`src/rtl/video_timing_ctrl.sv`:
```
// rtl/video_timing_ctrl.sv - video timing generator and pixel source scheduler for three TMDS encoders
// Two registered stages after the counters: decode/request, then encoder-aligned controls and RGB.
module video_timing_ctrl #(
  parameter int   H_ACTIVE = 640,
  parameter int   H_FP     = 16,
  parameter int   H_SYNC   = 96,
  parameter int   H_BP     = 48,
  parameter int   V_ACTIVE = 480,
  parameter int   V_FP     = 10,
  parameter int   V_SYNC   = 2,
  parameter int   V_BP     = 33,
  parameter logic HS_POL   = 1'b0,
  parameter logic VS_POL   = 1'b0
) (
  input  logic        clk,
  input  logic        rst_p,
  input  logic        en,
  input  logic [1:0]  mode,
  input  logic [23:0] rgb_in,
  output logic        pix_req,
  output logic [10:0] x,
  output logic [9:0]  y,
  output logic        de_o,
  output logic        hsync_o,
  output logic        vsync_o,
  output logic        frame_start,
  output logic [7:0]  r_o,
  output logic [7:0]  g_o,
  output logic [7:0]  b_o
);

  localparam int H_TOTAL = H_ACTIVE + H_FP + H_SYNC + H_BP;
  localparam int V_TOTAL = V_ACTIVE + V_FP + V_SYNC + V_BP;

  localparam logic [10:0] H_LAST    = 11'(H_TOTAL - 1);
  localparam logic [10:0] H_ACT_END = 11'(H_ACTIVE);
  localparam logic [10:0] HS_BEGIN  = 11'(H_ACTIVE + H_FP);
  localparam logic [10:0] HS_END    = 11'(H_ACTIVE + H_FP + H_SYNC);
  localparam logic [9:0]  V_LAST    = 10'(V_TOTAL - 1);
  localparam logic [9:0]  V_ACT_END = 10'(V_ACTIVE);
  localparam logic [9:0]  VS_BEGIN  = 10'(V_ACTIVE + V_FP);
  localparam logic [9:0]  VS_END    = 10'(V_ACTIVE + V_FP + V_SYNC);

  localparam int          BAR_W   = (H_ACTIVE >= 8) ? H_ACTIVE / 8 : 1;
  localparam logic [10:0] BAR_DIV = 11'(BAR_W);

  logic [10:0] h_cnt;
  logic [9:0]  v_cnt;
  logic        active;
  logic        hs_act;
  logic        vs_act;
  logic        at_origin;

  logic        hs1;
  logic        vs1;
  logic        fs1;
  logic [1:0]  mode1;

  logic [10:0] bar_idx;
  logic [23:0] pix_rgb;

  // Counters park at the origin while disabled so re-enable starts a fresh frame.
  always_ff @(posedge clk or posedge rst_p) begin
    if (rst_p) begin
      h_cnt <= '0;
      v_cnt <= '0;
    end else if (!en) begin
      h_cnt <= '0;
      v_cnt <= '0;
    end else if (h_cnt == H_LAST) begin
      h_cnt <= '0;
      v_cnt <= (v_cnt == V_LAST) ? 10'd0 : v_cnt + 10'd1;
    end else begin
      h_cnt <= h_cnt + 11'd1;
    end
  end

  always_comb begin
    active    = (h_cnt < H_ACT_END) && (v_cnt < V_ACT_END);
    hs_act    = (h_cnt >= HS_BEGIN) && (h_cnt < HS_END);
    vs_act    = (v_cnt >= VS_BEGIN) && (v_cnt < VS_END);
    at_origin = (h_cnt == 11'd0) && (v_cnt == 10'd0);
  end

  always_ff @(posedge clk or posedge rst_p) begin
    if (rst_p) begin
      pix_req <= 1'b0;
      x       <= '0;
      y       <= '0;
      hs1     <= 1'b0;
      vs1     <= 1'b0;
      fs1     <= 1'b0;
      mode1   <= 2'b00;
    end else if (!en) begin
      pix_req <= 1'b0;
      hs1     <= 1'b0;
      vs1     <= 1'b0;
      fs1     <= 1'b0;
      mode1   <= mode;
    end else begin
      pix_req <= active;
      hs1     <= hs_act;
      vs1     <= vs_act;
      fs1     <= active && at_origin;
      mode1   <= mode;
      if (active) begin
        x <= h_cnt;
        y <= v_cnt;
      end
    end
  end

  // Pixel source mux; x/y here are the coordinates of the pixel being requested.
  always_comb begin
    pix_rgb = 24'h000000;
    bar_idx = x / BAR_DIV;
    case (mode1)
      2'b00: pix_rgb = rgb_in;
      2'b01: begin
        case (bar_idx)
          11'd0:   pix_rgb = 24'hFFFFFF;
          11'd1:   pix_rgb = 24'hFFFF00;
          11'd2:   pix_rgb = 24'h00FFFF;
          11'd3:   pix_rgb = 24'h00FF00;
          11'd4:   pix_rgb = 24'hFF00FF;
          11'd5:   pix_rgb = 24'hFF0000;
          11'd6:   pix_rgb = 24'h0000FF;
          default: pix_rgb = 24'h000000;
        endcase
      end
      2'b10: begin
        if ((x[4:0] == 5'd0) || (y[4:0] == 5'd0)) begin
          pix_rgb = 24'hFFFFFF;
        end
      end
      default: pix_rgb = 24'h000000;
    endcase
  end

  always_ff @(posedge clk or posedge rst_p) begin
    if (rst_p) begin
      de_o        <= 1'b0;
      hsync_o     <= ~HS_POL;
      vsync_o     <= ~VS_POL;
      frame_start <= 1'b0;
      r_o         <= 8'h00;
      g_o         <= 8'h00;
      b_o         <= 8'h00;
    end else if (!en) begin
      de_o        <= 1'b0;
      hsync_o     <= ~HS_POL;
      vsync_o     <= ~VS_POL;
      frame_start <= 1'b0;
      r_o         <= 8'h00;
      g_o         <= 8'h00;
      b_o         <= 8'h00;
    end else begin
      de_o        <= pix_req;
      hsync_o     <= hs1 ? HS_POL : ~HS_POL;
      vsync_o     <= vs1 ? VS_POL : ~VS_POL;
      frame_start <= fs1;
      if (pix_req) begin
        {r_o, g_o, b_o} <= pix_rgb;
      end else begin
        {r_o, g_o, b_o} <= 24'h000000;
      end
    end
  end

endmodule

```
`config.mk`:
```
export PLATFORM = sky130hd
export DESIGN_NAME = video_timing_ctrl
export DESIGN_NICKNAME = d
export VERILOG_FILES = /design/src/rtl/video_timing_ctrl.sv
export SDC_FILE = /design/constraint.sdc
export NUM_CORES = 1
export LEC_CHECK = 0
export CORE_UTILIZATION = 46
export CTS_CLUSTER_SIZE = 30
export DETAILED_ROUTE_END_ITERATION = 8
export PLACE_DENSITY = 0.8
export REMOVE_ABC_BUFFERS = 1
export SYNTH_ARGS = -nofsm -noshare
export SYNTH_HDL_FRONTEND = slang
export SYNTH_SLANG_ARGS = --single-unit
```
`constraint.sdc`:
```
create_clock -name clk -period 2.05 [get_ports clk]
set_input_delay 0.3075 -clock clk [delete_from_list [all_inputs] [get_ports clk]]
set_output_delay 0.3075 -clock clk [all_outputs]
set_load 0.05 [all_outputs]
```
# Word level (Yosys, flattened, before mapping)
# Cells that the tools add are included.
[totals]
regBits = 76
[op_classes]
n_div = 1
mux = 24
add_sub_neg = 2
n_eq_ne = 11
magnitude_cmp = 6
n_reduce_logical = 13
[op_table]
columns = ["cell", "n"]
rows = [
  ["$pmux W24 S7", 1],
  ["$pmux W24 S3", 1],
  ["$mux W8", 6],
  ["$eq A11 B3 Y1 const B", 3],
  ["$mux W10", 3],
  ["$mux W24", 1],
  ["$eq A11 B2 Y1 const B", 2],
  ["$logic_not A11 Y1", 2],
  ["$lt A11 B10 Y1 const B", 2],
  ["$mux W11", 2],
  ["$lt A10 B9 Y1 const B", 2],
  ["$add A11 B1 Y11 const B", 1],
  ["$div A11 B7 Y11 const B", 1],
  ["$eq A11 B1 Y1 const B", 1],
  ["$eq A11 B10 Y1 const B", 1],
  ["$ge A11 B10 Y1 const B", 1],
  ["$add A10 B1 Y10 const B", 1],
  ["$eq A10 B10 Y1 const B", 1],
  ["$ge A10 B9 Y1 const B", 1],
  ["$logic_not A10 Y1", 1],
  ["$logic_not A5 Y1", 2],
  ["$mux W1", 10],
  ["$logic_and A1 B1 Y1", 5],
  ["$eq A2 B1 Y1 const B", 1],
  ["other kinds (5)", 5],
]

# Longest topological paths before layout
# Gate-level depths: netlist of run 1.
[depth]
ltp_word = 6
mapped_depth = 8
ltp_nobuf = 7

# Worst setup path after synthesis of run 1
# Ideal clock, no wire load.
[synth_path]
path_type = "register -> register"
from = "register x[6]"
to = "register r_o[0]"
setup_time_ns = 0.148
stages_incl_launch_ff = 8
t_arrival_ns = 1.981
t_required_ns = 1.902
slack_ns = -0.080
path_cell_list = "dfrtp_1 buf_2 clkbuf_1 a21oi_1 o21ai_0 a221oi_1 o221ai_1 o21ai_0"
[synth_between]
elab_chain_cells = 6
word_cells_on_any_way = 12
classes_between = "div (1); eq/ne (6); mux (4); reduce/logical (1)"
[synth_lines]
columns = ["item", "line_no", "rtl"]
rows = [
  ["start: declaration", "21", "output logic [10:0] x,"],
  ["start signal: assignment", "107", "x <= h_cnt;"],
  ["$div A11 B7 Y11 *", "116", "bar_idx = x / BAR_DIV;"],
  ["$eq A11 B3 Y1, or another cell as far along", "120", "case (bar_idx)"],
  ["$pmux W24 S7 *", "120", ""],
  ["$pmux W24 S3 *", "117", "case (mode1)"],
  ["$mux W8 *", "162", "if (pix_req) begin"],
  ["$mux W8 *", "149", "end else if (!en) begin"],
  ["end signal: assignment", "163", "{r_o, g_o, b_o} <= pix_rgb;"],
  ["end: declaration", "27", "output logic [7:0] r_o,"],
]
# Mark *: on every way between the ends. The rest lies on a longest branch, timed or not.
# A chain may end at the register's enable or synchronous reset.

# Worst setup path in the final report of run 1
[layout_path]
from = "register v_cnt[0]"
to = "register v_cnt[7]"
[layout_between]
elab_chain_cells = 4
word_cells_on_any_way = 5
classes_between = "add/sub (1); eq/ne (1); mux (3)"
[layout_lines]
columns = ["item", "line_no", "rtl"]
rows = [
  ["start: declaration", "48", "logic [9:0] v_cnt;"],
  ["start signal: assignment", "72", "v_cnt <= (v_cnt == V_LAST) ? 10'd0 : v_cnt + 10'd1;"],
  ["$add A10 B1 Y10 or $eq A10 B10 Y1 (tied branches)", "72", ""],
  ["$mux W10 *", "72", ""],
  ["$mux W10 *", "70", "end else if (h_cnt == H_LAST) begin"],
  ["$mux W10 *", "67", "end else if (!en) begin"],
]
# Mark *: on every way between the ends. The rest lies on a longest branch, timed or not. The select of a mux whose other input is x is not followed.

==> results of run 1 <==
-- worst max path at each step --
stage,startpoint,to,cells after the start
floorplan,rst_p,b_o[0],1
global placement,en,r_o[7],7
detailed placement,v_cnt[0],v_cnt[7],7
CTS,v_cnt[0],v_cnt[7],7
global route,v_cnt[0],v_cnt[7],7
finish,v_cnt[0],v_cnt[7],7
-- per-stage QoR --
stage,setup TNS [ns],area (µm²),worst slack (ns),cells,utilization (%)
after global routing,-0.08151,4938,-0.07494,570,63.91
final,-0.001324,4938,-0.001324,570,63.91
after floorplan,-15.27,3527,-0.1925,336,-
after detailed placement,0,4743,0.03993,554,61.38
after global placement,0,4743,0.08895,554,61.38
after CTS,0,4932,0.01069,570,63.83
-- routing by layer --
metal  GRT usage, %  vias to the layer above
li1               -                     1491
met1          29.07                     1479
met2          36.87                      119
met3          4.606                       14
met4          8.598                        0
met5              0                        -
-- sequential cells by signal, summed over array words and instances (netlist names) --
register and count:
g_o 8, hs1 1, vsync_o 1, mode1 2, pix_req 1, frame_start 1
x 11, vs1 1, fs1 1, y 10, h_cnt 11, r_o 8
de_o 1, v_cnt 10, b_o 8, hsync_o 1
-- power breakdown --
part	total (mW)	internal, mW	switching, mW
Clock	1.09	0.468	0.617
Sequential	1.57	1.54	0.0238
Combinational	0.488	0.194	0.294
Total	3.14	2.20	0.935
-- cell usage in the layout, fill, tap and decap left out, types with 3 or more instances in the layout --
master,count
a21oi_1,30
and2_1,5
and3_1,4
buf_12,3
buf_4,41
clkbuf_8,9
clkdlybuf4s50_1,72
dfrtp_1,74
ha_1,4
inv_1,8
mux2_2,13
nand2_1,33
nand2b_1,7
nand3_1,14
nand3b_1,3
nand4_1,6
nor2_1,24
nor2b_1,4
nor3_1,6
nor4_1,5
o21ai_0,25
o22ai_1,12
o31ai_1,4
xnor2_1,4
xor2_1,10
-- kinds of logic after synthesis --
logic type | Yosys count | synth area share (%)
xor+xnor | 14 | 3.353
simple gates | 128 | 18.89
buf+inv | 31 | 4.584
fa+ha+maj | 4 | 1.369
flops | 76 | 52.07
mux | 13 | 4.003
compound gates | 91 | 15.74
-- layout make-up --
| cell class | count | share of cell area, % |
|---|---|---|
| clock inverters | 7 | 1.317 |
| well taps | 102 | 2.584 |
| flip-flops and latches | 76 | 38.56 |
| clock buffers | 9 | 2.508 |
| repair buffers | 116 | 22.04 |
| multi-input cells | 250 | 32.23 |
| inverters | 10 | 0.7601 |
-- worst register-to-register path, cell delays in order (launching register included) --
cell      delay [ns]
dfrtp_1         0.40
inv_2           0.07
ha_1            0.15
or4b_4          0.48
or3_4           0.35
o21a_4          0.22
o211ai_1        0.17
nand3_1         0.09
==> metrics, run 1 <==
most frequent cells after synthesis dfrtp_1, nand2_1, a21oi_1; via count between 3000 and 4000; worst vdd ir about 420 µV; min setup slack post-route -0.001324 ns; min Tclk post-route ~2.1 ns; Worst Reg-to-Reg Cells 7; Detail Route Antenna Nets 0; hold buffer count at CTS 0; Die H around 91 µm; CP max stage delay ~0.48 ns; Multi-input gate area 0.001592 mm²; Final nets 496; RR Endpoint v_cnt[7]; final count of pins violating max slew 0; starting density of the core 47.33%; Tot Pwr 3.139 mW; Clock Latency Late Sink 0.36 ns; crit path max-delay cell type or4b_4; Hold Fails Final Rpt 0; port bufs 78; PwrDens 635.5 mW/mm²; dominant cell type by area after synthesis dfrtp_1; first-pass GRT wire length 14570 µm; clock-pin slew on the worst setup and hold paths approximately 0.10 ns; H-tree depth 3; Slew @ Worst Pin around 0.54 ns; WL per Instance 15.34 µm; final WL slightly below 9000 µm; share of layout cells above drive strength 1 between 20 and 25%; critical path launch point type flop; Layout area overhead 35.03%; R2R Path Start v_cnt[0]; cell with the most instances after synthesis dfrtp_1; largest cells by area after synthesis dfrtp_1, a21oi_1, mux2_2, o21ai_0, nand2_1; PostCTS Resize Cnt 0; type of the worst min-delay path in2async; Storage cell area approximately 0.0019 mm²; io pins 79; ant diodes 0; CP Cell Sequence inv_2 -> ha_1 -> or4b_4 -> or3_4 -> o21a_4 -> o211ai_1 -> nand3_1; violated checks negative setup slack; cell count after synthesis around 360; worst-case hold slack 0.2383 ns; area of the die a little over 0.008 mm²; commonest register cell after synthesis dfrtp_1; First DRT Iteration DRCs roughly 180; clk buf depth 2; pin count of the biggest net entering global routing 25; FILL cells 594; Buf/Inv on CP 1; drt first pass iters 5; top sig layer met4; largest delay contributor family on the critical path simple AND/OR/NAND/NOR gates; crit path capture type flop; Overflow after GRT 0; Core Box Area ~0.0077 mm²; fmax 487.5 MHz; flop2flop setup slack -0.001 ns; Worst EP arrival 2.28 ns; post-CTS setup repair buffer count 0; worst slew margin relative to its limit between 60% and 70%; GRT Overall Usage 22.38%; outcome finished with violations; Static Leakage 2.162 nW; Worst Path Required approximately 2.3 ns; CTS buffer count 9; worst clock skew approximately 0.014 ns; routability congestion estimate roughly 0.9; Period Utilization, post-route 100.1%; Die Span X 91.17 µm; WS Path Type reg2reg; root buffer selected by CTS clkbuf_8; WL met1 ~3700 µm; setup violators final 1; initial antenna violation count 0; yosys synthesis warning count 0; CTS tree yes; synthesized area 0.003657 mm²; DR WL met3 roughly 550 µm; Syn Area/Cell roughly 10 µm²; row count 32; register area share after synthesis a little over half; register bit total from synthesis 76; Unique masters post-synth just over 60; DPL Wire Length 6466 µm; largest fanout on the critical path 5; vias in the first global route approximately 3000; drt via density 5.444; WL met2 around 4400 µm; area share of the largest cell type after synthesis about half; Post-synth ARST share 100.0%; Post-synth EDFFs 0; unrepaired setup endpoints after global routing true; Sink Count between 70 and 80; total of max-cap violations 0; DRC Markers 0
Note: power is estimated with default switching activity, not from simulation.
==> run 2, diff against run 1 <==
Settings changed: SKIP_CTS_REPAIR_TIMING set to 1.
==> results of run 2 <==
Same layout as run 1: the final DEF is identical, and so are final timing and power.
